--- config.mk ---
export PLATFORM = sky130hd
export DESIGN_NAME = pattern_scan_ctrl
export DESIGN_NICKNAME = d
export VERILOG_FILES = /design/src/rtl/pattern_scan_pkg.sv /design/src/rtl/pattern_match_core.sv /design/src/rtl/pattern_scan_ctrl.sv
export SDC_FILE = /design/constraint.sdc
export NUM_CORES = 1
export LEC_CHECK = 0
export CORE_ASPECT_RATIO = 0.8
export CORE_MARGIN = 2
export CORE_UTILIZATION = 35
export CTS_BUF_LIST = sky130_fd_sc_hd__clkbuf_8
export DETAILED_ROUTE_END_ITERATION = 6
export SLEW_MARGIN = 25
export SYNTH_ARGS = -nofsm -noshare
export SYNTH_HDL_FRONTEND = slang
export SYNTH_SLANG_ARGS = --single-unit
--- constraint.sdc ---
create_clock -name clk -period 3.6 [get_ports clk]
set_clock_uncertainty 0.1 [all_clocks]
set_input_delay 0.36 -clock clk [delete_from_list [all_inputs] [get_ports clk]]
set_output_delay 0.36 -clock clk [all_outputs]
set_load 0.02 [all_outputs]
--- src/rtl/pattern_scan_pkg.sv ---
// Shared types and constants for the pattern scan controller.
package pattern_scan_pkg;

    localparam int unsigned DEF_DATA_W = 8;
    localparam int unsigned DEF_PAT_W  = 7;
    localparam int unsigned DEF_CNT_W  = 8;

    typedef enum logic [1:0] {
        IDLE  = 2'd0,
        LOAD  = 2'd1,
        SHIFT = 2'd2,
        DONE  = 2'd3
    } state_t;

    // A length of 0 (or anything beyond the history width) means the full width.
    function automatic int unsigned eff_len(input int unsigned len, input int unsigned pat_w);
        return (len == 0 || len > pat_w) ? pat_w : len;
    endfunction

endpackage

--- src/rtl/pattern_match_core.sv ---
// History register, fill counter and length-masked comparator for the serial matcher.
module pattern_match_core
    import pattern_scan_pkg::*;
#(
    parameter int unsigned PAT_W = DEF_PAT_W,
    parameter int unsigned LEN_W = $clog2(PAT_W + 1)
) (
    input  logic             clk,
    input  logic             rst,
    input  logic             shift_en,
    input  logic             clr,
    input  logic             bit_in,
    input  logic [PAT_W-1:0] pattern,
    input  logic [LEN_W-1:0] len,
    output logic             match
);

    logic [PAT_W-1:0] hist;
    logic [PAT_W-1:0] hist_next;
    logic [PAT_W-1:0] mask;
    logic [LEN_W-1:0] fill;
    logic [LEN_W-1:0] fill_next;
    int unsigned      l_eff;

    // Match is judged on the history as it will look after this shift.
    always_comb begin
        hist_next = {hist[PAT_W-2:0], bit_in};
        fill_next = (fill == LEN_W'(PAT_W)) ? fill : fill + LEN_W'(1);
        l_eff     = eff_len(32'(len), PAT_W);
        mask      = '0;
        for (int unsigned i = 0; i < PAT_W; i++) begin
            mask[i] = (i < l_eff);
        end
        match = shift_en && (32'(fill_next) >= l_eff) &&
                (((hist_next ^ pattern) & mask) == '0);
    end

    always_ff @(posedge clk or posedge rst) begin
        if (rst) begin
            hist <= '0;
            fill <= '0;
        end else if (clr) begin
            hist <= '0;
            fill <= '0;
        end else if (shift_en) begin
            hist <= hist_next;
            fill <= fill_next;
        end
    end

endmodule

--- src/rtl/pattern_scan_ctrl.sv ---
// Word-to-serial pattern scan controller: handshake, run sequencing and match counting.
// Optional abort input enabled by defining PATTERN_SCAN_ABORT_EN.
module pattern_scan_ctrl
    import pattern_scan_pkg::*;
#(
    parameter int unsigned DATA_W = DEF_DATA_W,
    parameter int unsigned PAT_W  = DEF_PAT_W,
    parameter int unsigned CNT_W  = DEF_CNT_W
) (
    input  logic                       clk,
    input  logic                       rst,
    input  logic                       cfg_we,
    input  logic [PAT_W-1:0]           cfg_pattern,
    input  logic [$clog2(PAT_W+1)-1:0] cfg_len,
    input  logic [CNT_W-1:0]           cfg_words,
    input  logic                       start,
    input  logic                       in_valid,
    input  logic [DATA_W-1:0]          in_data,
`ifdef PATTERN_SCAN_ABORT_EN
    input  logic                       abort,
`endif
    output logic                       in_ready,
    output logic                       busy,
    output logic                       done,
    output logic                       match_pulse,
    output logic [CNT_W-1:0]           match_cnt
);

    localparam int unsigned LEN_W = $clog2(PAT_W + 1);
    localparam int unsigned IDX_W = (DATA_W > 1) ? $clog2(DATA_W) : 1;

    localparam logic [1:0] ST_IDLE  = IDLE;
    localparam logic [1:0] ST_LOAD  = LOAD;
    localparam logic [1:0] ST_SHIFT = SHIFT;
    localparam logic [1:0] ST_DONE  = DONE;

    logic [1:0]        state;
    logic [PAT_W-1:0]  pat_r;
    logic [LEN_W-1:0]  len_r;
    logic [CNT_W-1:0]  words_r;
    logic [CNT_W-1:0]  words_src;
    logic [CNT_W-1:0]  word_cnt;
    logic [DATA_W-1:0] word_r;
    logic [IDX_W-1:0]  bit_idx;
    logic              abort_i;
    logic              run_start;
    logic              shift_en;
    logic              core_match;

`ifdef PATTERN_SCAN_ABORT_EN
    assign abort_i = abort && (state == ST_LOAD || state == ST_SHIFT);
`else
    assign abort_i = 1'b0;
`endif

    assign run_start = (state == ST_IDLE) && start;
    assign shift_en  = (state == ST_SHIFT) && !abort_i;
    // A config write on the start edge applies to the run being started.
    assign words_src = cfg_we ? cfg_words : words_r;

    assign in_ready = (state == ST_LOAD);
    assign busy     = (state != ST_IDLE);
    assign done     = (state == ST_DONE);

    pattern_match_core #(
        .PAT_W (PAT_W),
        .LEN_W (LEN_W)
    ) u_core (
        .clk      (clk),
        .rst      (rst),
        .shift_en (shift_en),
        .clr      (run_start),
        .bit_in   (word_r[bit_idx]),
        .pattern  (pat_r),
        .len      (len_r),
        .match    (core_match)
    );

    always_ff @(posedge clk or posedge rst) begin
        if (rst) begin
            state       <= ST_IDLE;
            pat_r       <= '0;
            len_r       <= '0;
            words_r     <= '0;
            word_cnt    <= '0;
            word_r      <= '0;
            bit_idx     <= '0;
            match_pulse <= 1'b0;
            match_cnt   <= '0;
        end else begin
            match_pulse <= 1'b0;
            case (state)
                ST_IDLE: begin
                    if (cfg_we) begin
                        pat_r   <= cfg_pattern;
                        len_r   <= cfg_len;
                        words_r <= cfg_words;
                    end
                    if (start) begin
                        match_cnt <= '0;
                        word_cnt  <= words_src;
                        state     <= (words_src == '0) ? ST_DONE : ST_LOAD;
                    end
                end
                ST_LOAD: begin
                    if (abort_i) begin
                        state <= ST_IDLE;
                    end else if (in_valid) begin
                        word_r  <= in_data;
                        bit_idx <= IDX_W'(DATA_W - 1);
                        state   <= ST_SHIFT;
                    end
                end
                ST_SHIFT: begin
                    if (abort_i) begin
                        state <= ST_IDLE;
                    end else begin
                        if (core_match) begin
                            match_pulse <= 1'b1;
                            if (match_cnt != '1) begin
                                match_cnt <= match_cnt + CNT_W'(1);
                            end
                        end
                        bit_idx <= bit_idx - IDX_W'(1);
                        if (bit_idx == '0) begin
                            word_cnt <= word_cnt - CNT_W'(1);
                            state    <= (word_cnt == CNT_W'(1)) ? ST_DONE : ST_LOAD;
                        end
                    end
                end
                ST_DONE: state <= ST_IDLE;
                default: state <= ST_IDLE;
            endcase
        end
    end

endmodule

==> flow_metrics.tcl, run 1 <==
set metrics [dict create \
    drc 0 \
    hpwl_mm 4.388 \
    ctsHoldBuffers 0 \
    clock-root-buffer "clkbuf_8" \
    drtAntennaViolNets 0 \
    routed_wl_mm 6.288 \
    chipWidth_um 107.9 \
    grt_first_pass_wirelength_mm 10.72 \
    overflow 0 \
    syn2layout_area_growth_pct 24.66 \
    synth_cell_types 42 \
    crit_type "flip-flop to flip-flop" \
    period_share_pct 79.02 \
    timing.fmax_mhz 351.5 \
    syn_avg_cell_area_um2 10.43 \
    grt_pass1_vias 2198 \
    start_kind "flip-flop" \
    max-vdd-ir-drop_mv 0.3553 \
    ctsLongestPathBuffers 2 \
    pwr_density_cell_mw_per_mm2 761.4 \
    maxSlewViolCount 0 \
    drive_gt1_share_pct 16.18 \
    dieHeight_um 87.14 \
    end_kind "flip-flop" \
    clkLatencyLatePin_ns 0.34 \
    ys_warn_count 0 \
    highest_layer "met4" \
    max_slew_margin_pct 34.62 \
    status "finished, final reports clean" \
    cts_tree "built" \
    layout_commonest_cell "dfrtp_1" \
    final_core_util_pct 44.64 \
    core-area_mm2 0.008446 \
    routedWlPerCell_um 13.91 \
    start_util_pct 35.81 \
    arrival_ns 2.96 \
    grt_max_degree 35 \
    drt-initial-drc-count 77 \
    place_area_mm2 0.003562 \
    finalCriticalPeriod_ns 2.845 \
    maxCapViolCount 0 \
    synth_area_mm2 0.003024 \
    gp_congestion 0.8087 \
    ioPinCount 43 \
    rows 30 \
    synth_nets 329 \
    post_cts_buffers 0 \
    ys_ff_latch 57 \
    wl_met2_mm 2.596 \
    cts_buffers 9 \
    vias_per_cell 5.055 \
    worstMarginPinSlew_ns 0.9771 \
    vias 2285 \
    worst_hold_slack_ns 0.3625 \
    port_buffers 42 \
    antennaDiodeCount 0 \
    layout_common_cells "dfrtp_1, clkdlybuf4s50_1, nand2_1" \
    dr.pass1.iters 4 \
    track_usage_pct 14.75 \
    totalNegativeSetupSlack_ns 0 \
    cp_max_fo 8 \
    clk_pin_slew_worst_paths_ns 0.06 \
    leakage_nw 1.705 \
    finalHoldViolations 0 \
    final_nets 374 \
    rsz0062_at_grt "no" \
    fillers 824 \
    syn_inst 290 \
    met3_length_um 415 \
    htree_levels 3 \
    cts_resized 0 \
    setup_violations 0 \
    yosysSeqAreaShare_pct 47.17 \
    antenna_found_initial 0 \
    min_path_type "primary input to asynchronous set/reset pin" \
    final_area_mm2 0.003770 \
    die-area_mm2 0.009405 \
    wl_met1_mm 3.223 \
    cp.required_ns 3.72 \
    numClockSinks 57 \
]
cells by family after synthesis:
kind of cell               share of synthesized area (%)
and+or+nand+nor                                    17.54
xor gates and xnor gates                           2.606
DFF                                                47.17
buffers and inverters                              3.227
AOI/OAI and AO/OA                                  10.67
adders and majority gates                          3.310
muxes                                              15.47
layer usage:
| metal | global-route usage, % | up-vias |
|---|---|---|
| met5 | 0 | - |
| met4 | 4.196 | 0 |
| met3 | 5.610 | 8 |
| met2 | 20.81 | 72 |
| met1 | 21.08 | 1075 |
| li1 | - | 1130 |
critical path, stage by stage, from the launching register on:
cell and delay, ns:
dfrtp_1 0.41, ha_1 0.25, nand2_1 0.11, mux2_2 0.36
ha_1 0.28, nor3_1 0.06, nor4_4 0.21, nand4_2 0.25
o21a_2 0.34, a221o_1 0.36
cells in the mapped netlist:
master,instances,area (um^2)
and3_1,6,37.54
a211o_1,4,35.03
o21ai_0,12,60.06
nand2b_1,5,31.28
nand2_1,33,123.9
a21o_1,3,22.52
o31ai_1,1,7.510
a22o_1,1,8.760
nand4_2,1,12.51
nor4_4,1,21.27
o211ai_1,1,7.510
o21a_2,1,8.760
buf_6,1,11.26
a31o_2,1,8.760
xnor2_1,4,35.03
and2_1,3,18.77
o41ai_1,1,8.760
xor2_1,5,43.79
a22oi_1,1,7.510
nand3_1,18,90.09
a21oi_1,11,55.05
ha_1,8,100.1
mux4_1,2,52.55
dfrtp_1,57,1426
nor3b_1,2,15.01
or2_2,3,18.77
nor4bb_1,1,10.01
inv_1,12,45.04
clkbuf_1,11,41.29
nor4_1,4,25.02
a221o_1,2,20.02
or4_1,1,7.510
nor2_1,15,56.30
nor3_1,3,15.01
a221oi_1,2,17.52
o22ai_1,7,43.79
or4b_2,1,10.01
mux2_2,28,315.3
nor2b_1,4,25.02
nand4_1,2,12.51
o2111a_1,1,11.26
mux2i_1,10,100.1
stage by stage:
stage / cells / setup slack, ns / power, mW
global placement: 436 / 0.8305 / 2.248
global route: 452 / 0.5856 / 3.111
floorplan: 290 / 0.9729 / 1.978
finish: 452 / 0.7554 / 2.870
CTS: 452 / 0.7557 / 2.903
detailed placement: 436 / 0.7715 / 2.265
worst paths after layout:
check / startpoint / cells after the start / end / slack (ns)
setup / recovery: u_core.fill[0] / 9 / match_cnt[6] / 0.76
hold / removal: rst / 2 / match_cnt[3] / 0.36
setup reg to reg: u_core.fill[0] / 9 / match_cnt[6] / 0.76
hold reg to reg: word_r[4] / 1 / word_r[4] / 0.41
max in group asynchronous: rst / 3 / word_r[6] / 2.38
min in group clk: word_r[4] / 1 / word_r[4] / 0.41
registers in the layout, indices dropped and copies added (netlist names), 2 cells and up:
signal and flops:
len_r 3, pat_r 7, state 2, u_core.fill 3, words_r 8, bit_idx 3, word_r 8, match_cnt 8
u_core.hist 6, word_cnt 8
area by class of cell:
type | count | area (um^2) | area share, %
Clock buffer | 12 | 165.2 | 4.381
Clock inverter | 4 | 42.54 | 1.128
Sequential cell | 57 | 1426 | 37.84
Tap cell | 112 | 140.1 | 3.717
Timing Repair Buffer | 46 | 450.4 | 11.95
Inverter | 12 | 45.04 | 1.195
Multi-Input combinational cell | 209 | 1500 | 39.79
report_power, final:
group | leakage [nW] | switching [mW] | internal, mW
sequential | 0.704 | 0.238 | 0.896
clock | 0.115 | 0.248 | 0.370
combinational | 0.886 | 0.561 | 0.557
total | 1.71 | 1.05 | 1.82
Power figures use the tool's default switching activity.
==> run 2, diff against run 1 <==
clock period = 2.6 ns   (was 3.6 ns; I/O delays follow)
==> run 2 against run 1 <==
Setup slack worse by 0.66 ns. Global-route usage about the same. Final area up 1.8%. Sequential share of layout area down 0.65 points. Critical endpoint unchanged. Flip-flop and latch count unchanged. Highest routed layer unchanged. Sequential power up 36%. Register-to-register slack worse by 0.66 ns. Combinational power up 54%. Fmax up 14%. Die area unchanged.
==> flow_metrics.tcl, run 2 (synthesized netlist as in run 1, its figures left out) <==
set metrics [dict create \
    rows 30 \
    max-vdd-ir-drop_mv 0.4299 \
    end_kind "flip-flop" \
    critPathMaxStageDelay_ns 0.39 \
    final_core_util_pct 45.42 \
    ctsHoldBuffers 0 \
    drtAntennaViolNets 0 \
    drc 0 \
    maxSlewViolCount 0 \
    cp.required_ns 2.73 \
    hpwl_mm 4.392 \
    setup_violations 0 \
    routed_wl_mm 6.472 \
    numClockSinks 57 \
    track_usage_pct 14.70 \
    maxCapViolCount 0 \
    status "finished, final reports clean" \
    drive_gt1_share_pct 20.06 \
    period_share_pct 96.38 \
    crit_type "flip-flop to flip-flop" \
    min_path_type "primary input to asynchronous set/reset pin" \
    layout_commonest_cell "dfrtp_1" \
    core-area_mm2 0.008446 \
    cts_buffers 9 \
    timing.fmax_mhz 399.1 \
    cp_max_fo 7 \
    die-area_mm2 0.009405 \
    finalCriticalPeriod_ns 2.506 \
    worstMarginPinSlew_ns 0.7324 \
    grt_first_pass_wirelength_mm 10.53 \
    port_buffers 42 \
    start_util_pct 35.81 \
    clkLatencyLatePin_ns 0.34 \
    arrival_ns 2.63 \
    leakage_nw 1.743 \
    max_slew_margin_pct 51.17 \
    syn2layout_area_growth_pct 26.85 \
    worst_hold_slack_ns 0.3466 \
    final_nets 383 \
    vias 2344 \
    dieHeight_um 87.14 \
    finalHoldViolations 0 \
    cp_cell_sequence "ha_2, nand2_2, mux2_4, ha_2, nor2_1, o2111a_1, nor4_4, nand4_2, buf_6, nor2_2, a221o_1" \
    drt-initial-drc-count 101 \
    chipWidth_um 107.9 \
    start_kind "flip-flop" \
    clock-root-buffer "clkbuf_8" \
    vias_per_cell 5.085 \
    htree_levels 3 \
    routedWlPerCell_um 14.04 \
    grt_pass1_vias 2173 \
    antenna_found_initial 0 \
    grt_max_degree 58 \
    gp_congestion 0.7495 \
    layout_common_cells "dfrtp_1, clkdlybuf4s50_1, nand2_1" \
    pwr_density_cell_mw_per_mm2 1042 \
    cts_tree "built" \
    cp_slowest_cell "dfrtp_1" \
    overflow 0 \
    ctsLongestPathBuffers 2 \
    dr.pass1.iters 4 \
    fillers 824 \
    antennaDiodeCount 0 \
    crit_top_cell "ha_2" \
    clk_pin_slew_worst_paths_ns 0.07 \
    ioPinCount 43 \
]
==> run 2: changes by cell type in the layout (fill, tap and decap cells not counted), sizes merged <==
cell	before	now
buf	4	13
clkbuf	12	11
clkinv	1	3
bufinv	1	0
==> run 2: worst max-delay path, delay by kind of cell (launching register included) <==
family	cells	cell delay, ns
AOI/OAI and AO/OA	2	0.60
and+or+nand+nor	5	0.46
adders and majority gates	2	0.40
DFF	1	0.39
muxes	1	0.31
buffers and inverters	1	0.14
==> run 2: path summary, 6_finish.rpt <==
check | start | endpoint | slack (ns) | depth (start not counted)
max | u_core.fill[0] | match_cnt[6] | 0.09 | 11
min | rst | match_cnt[5] | 0.35 | 3
max reg2reg | u_core.fill[0] | match_cnt[6] | 0.09 | 11
min reg2reg | word_r[2] | word_r[2] | 0.40 | 1
max in group asynchronous | rst | word_r[0] | 1.57 | 3
min in group clk | cfg_len[0] | len_r[0] | 0.38 | 3
==> run 2: metrics by stage <==
step	std cells	cell area [um^2]	TNS (ns)	total power, mW	setup slack [ns]
after global routing	461	3836	-0.05289	4.325	-0.04893
after global placement	443	3617	0	3.173	0.05727
after floorplan	290	3027	0	2.739	0.03436
final	461	3836	0	3.998	0.09421
after CTS	459	3791	0	3.961	0.007114
after detailed placement	443	3617	0	3.210	0.002859
==> run 2: final cells by class <==
type	instances	area, um^2	area share (%)
repair buffers	55	521.8	13.60
well taps	112	140.1	3.653
clock inverters	5	22.52	0.5871
clock buffers	11	151.4	3.947
multi-input cells	209	1529	39.86
inverters	12	45.04	1.174
flip-flops and latches	57	1426	37.18
==> run 2: repair_timing <==
item / in CTS / in global routing
setup endpoints to repair: 0 / 7
resized for setup: 0 / 9
setup buffers: 0 / 2
==> run 2: routing by layer <==
layer	global-route usage, %	part of all wire, %	up-vias
met5	0	0	-
met4	3.846	0.36	0
met3	6.058	5.8	4
met2	20.18	42	60
met1	21.33	52	1132
li1	-	-	1148
==> run 2: power by group <==
group | leakage [nW] | switching, mW | internal (mW)
logic | 0.937 | 0.870 | 0.859
clock network | 0.101 | 0.347 | 0.385
registers | 0.704 | 0.296 | 1.24
==> run 3, diff against run 2 <==
CAP_MARGIN = 10   (was default)
GPL_ROUTABILITY_DRIVEN = 0   (was default)
==> results of run 3 <==
Final layout, timing and power as in run 2 (identical DEF).
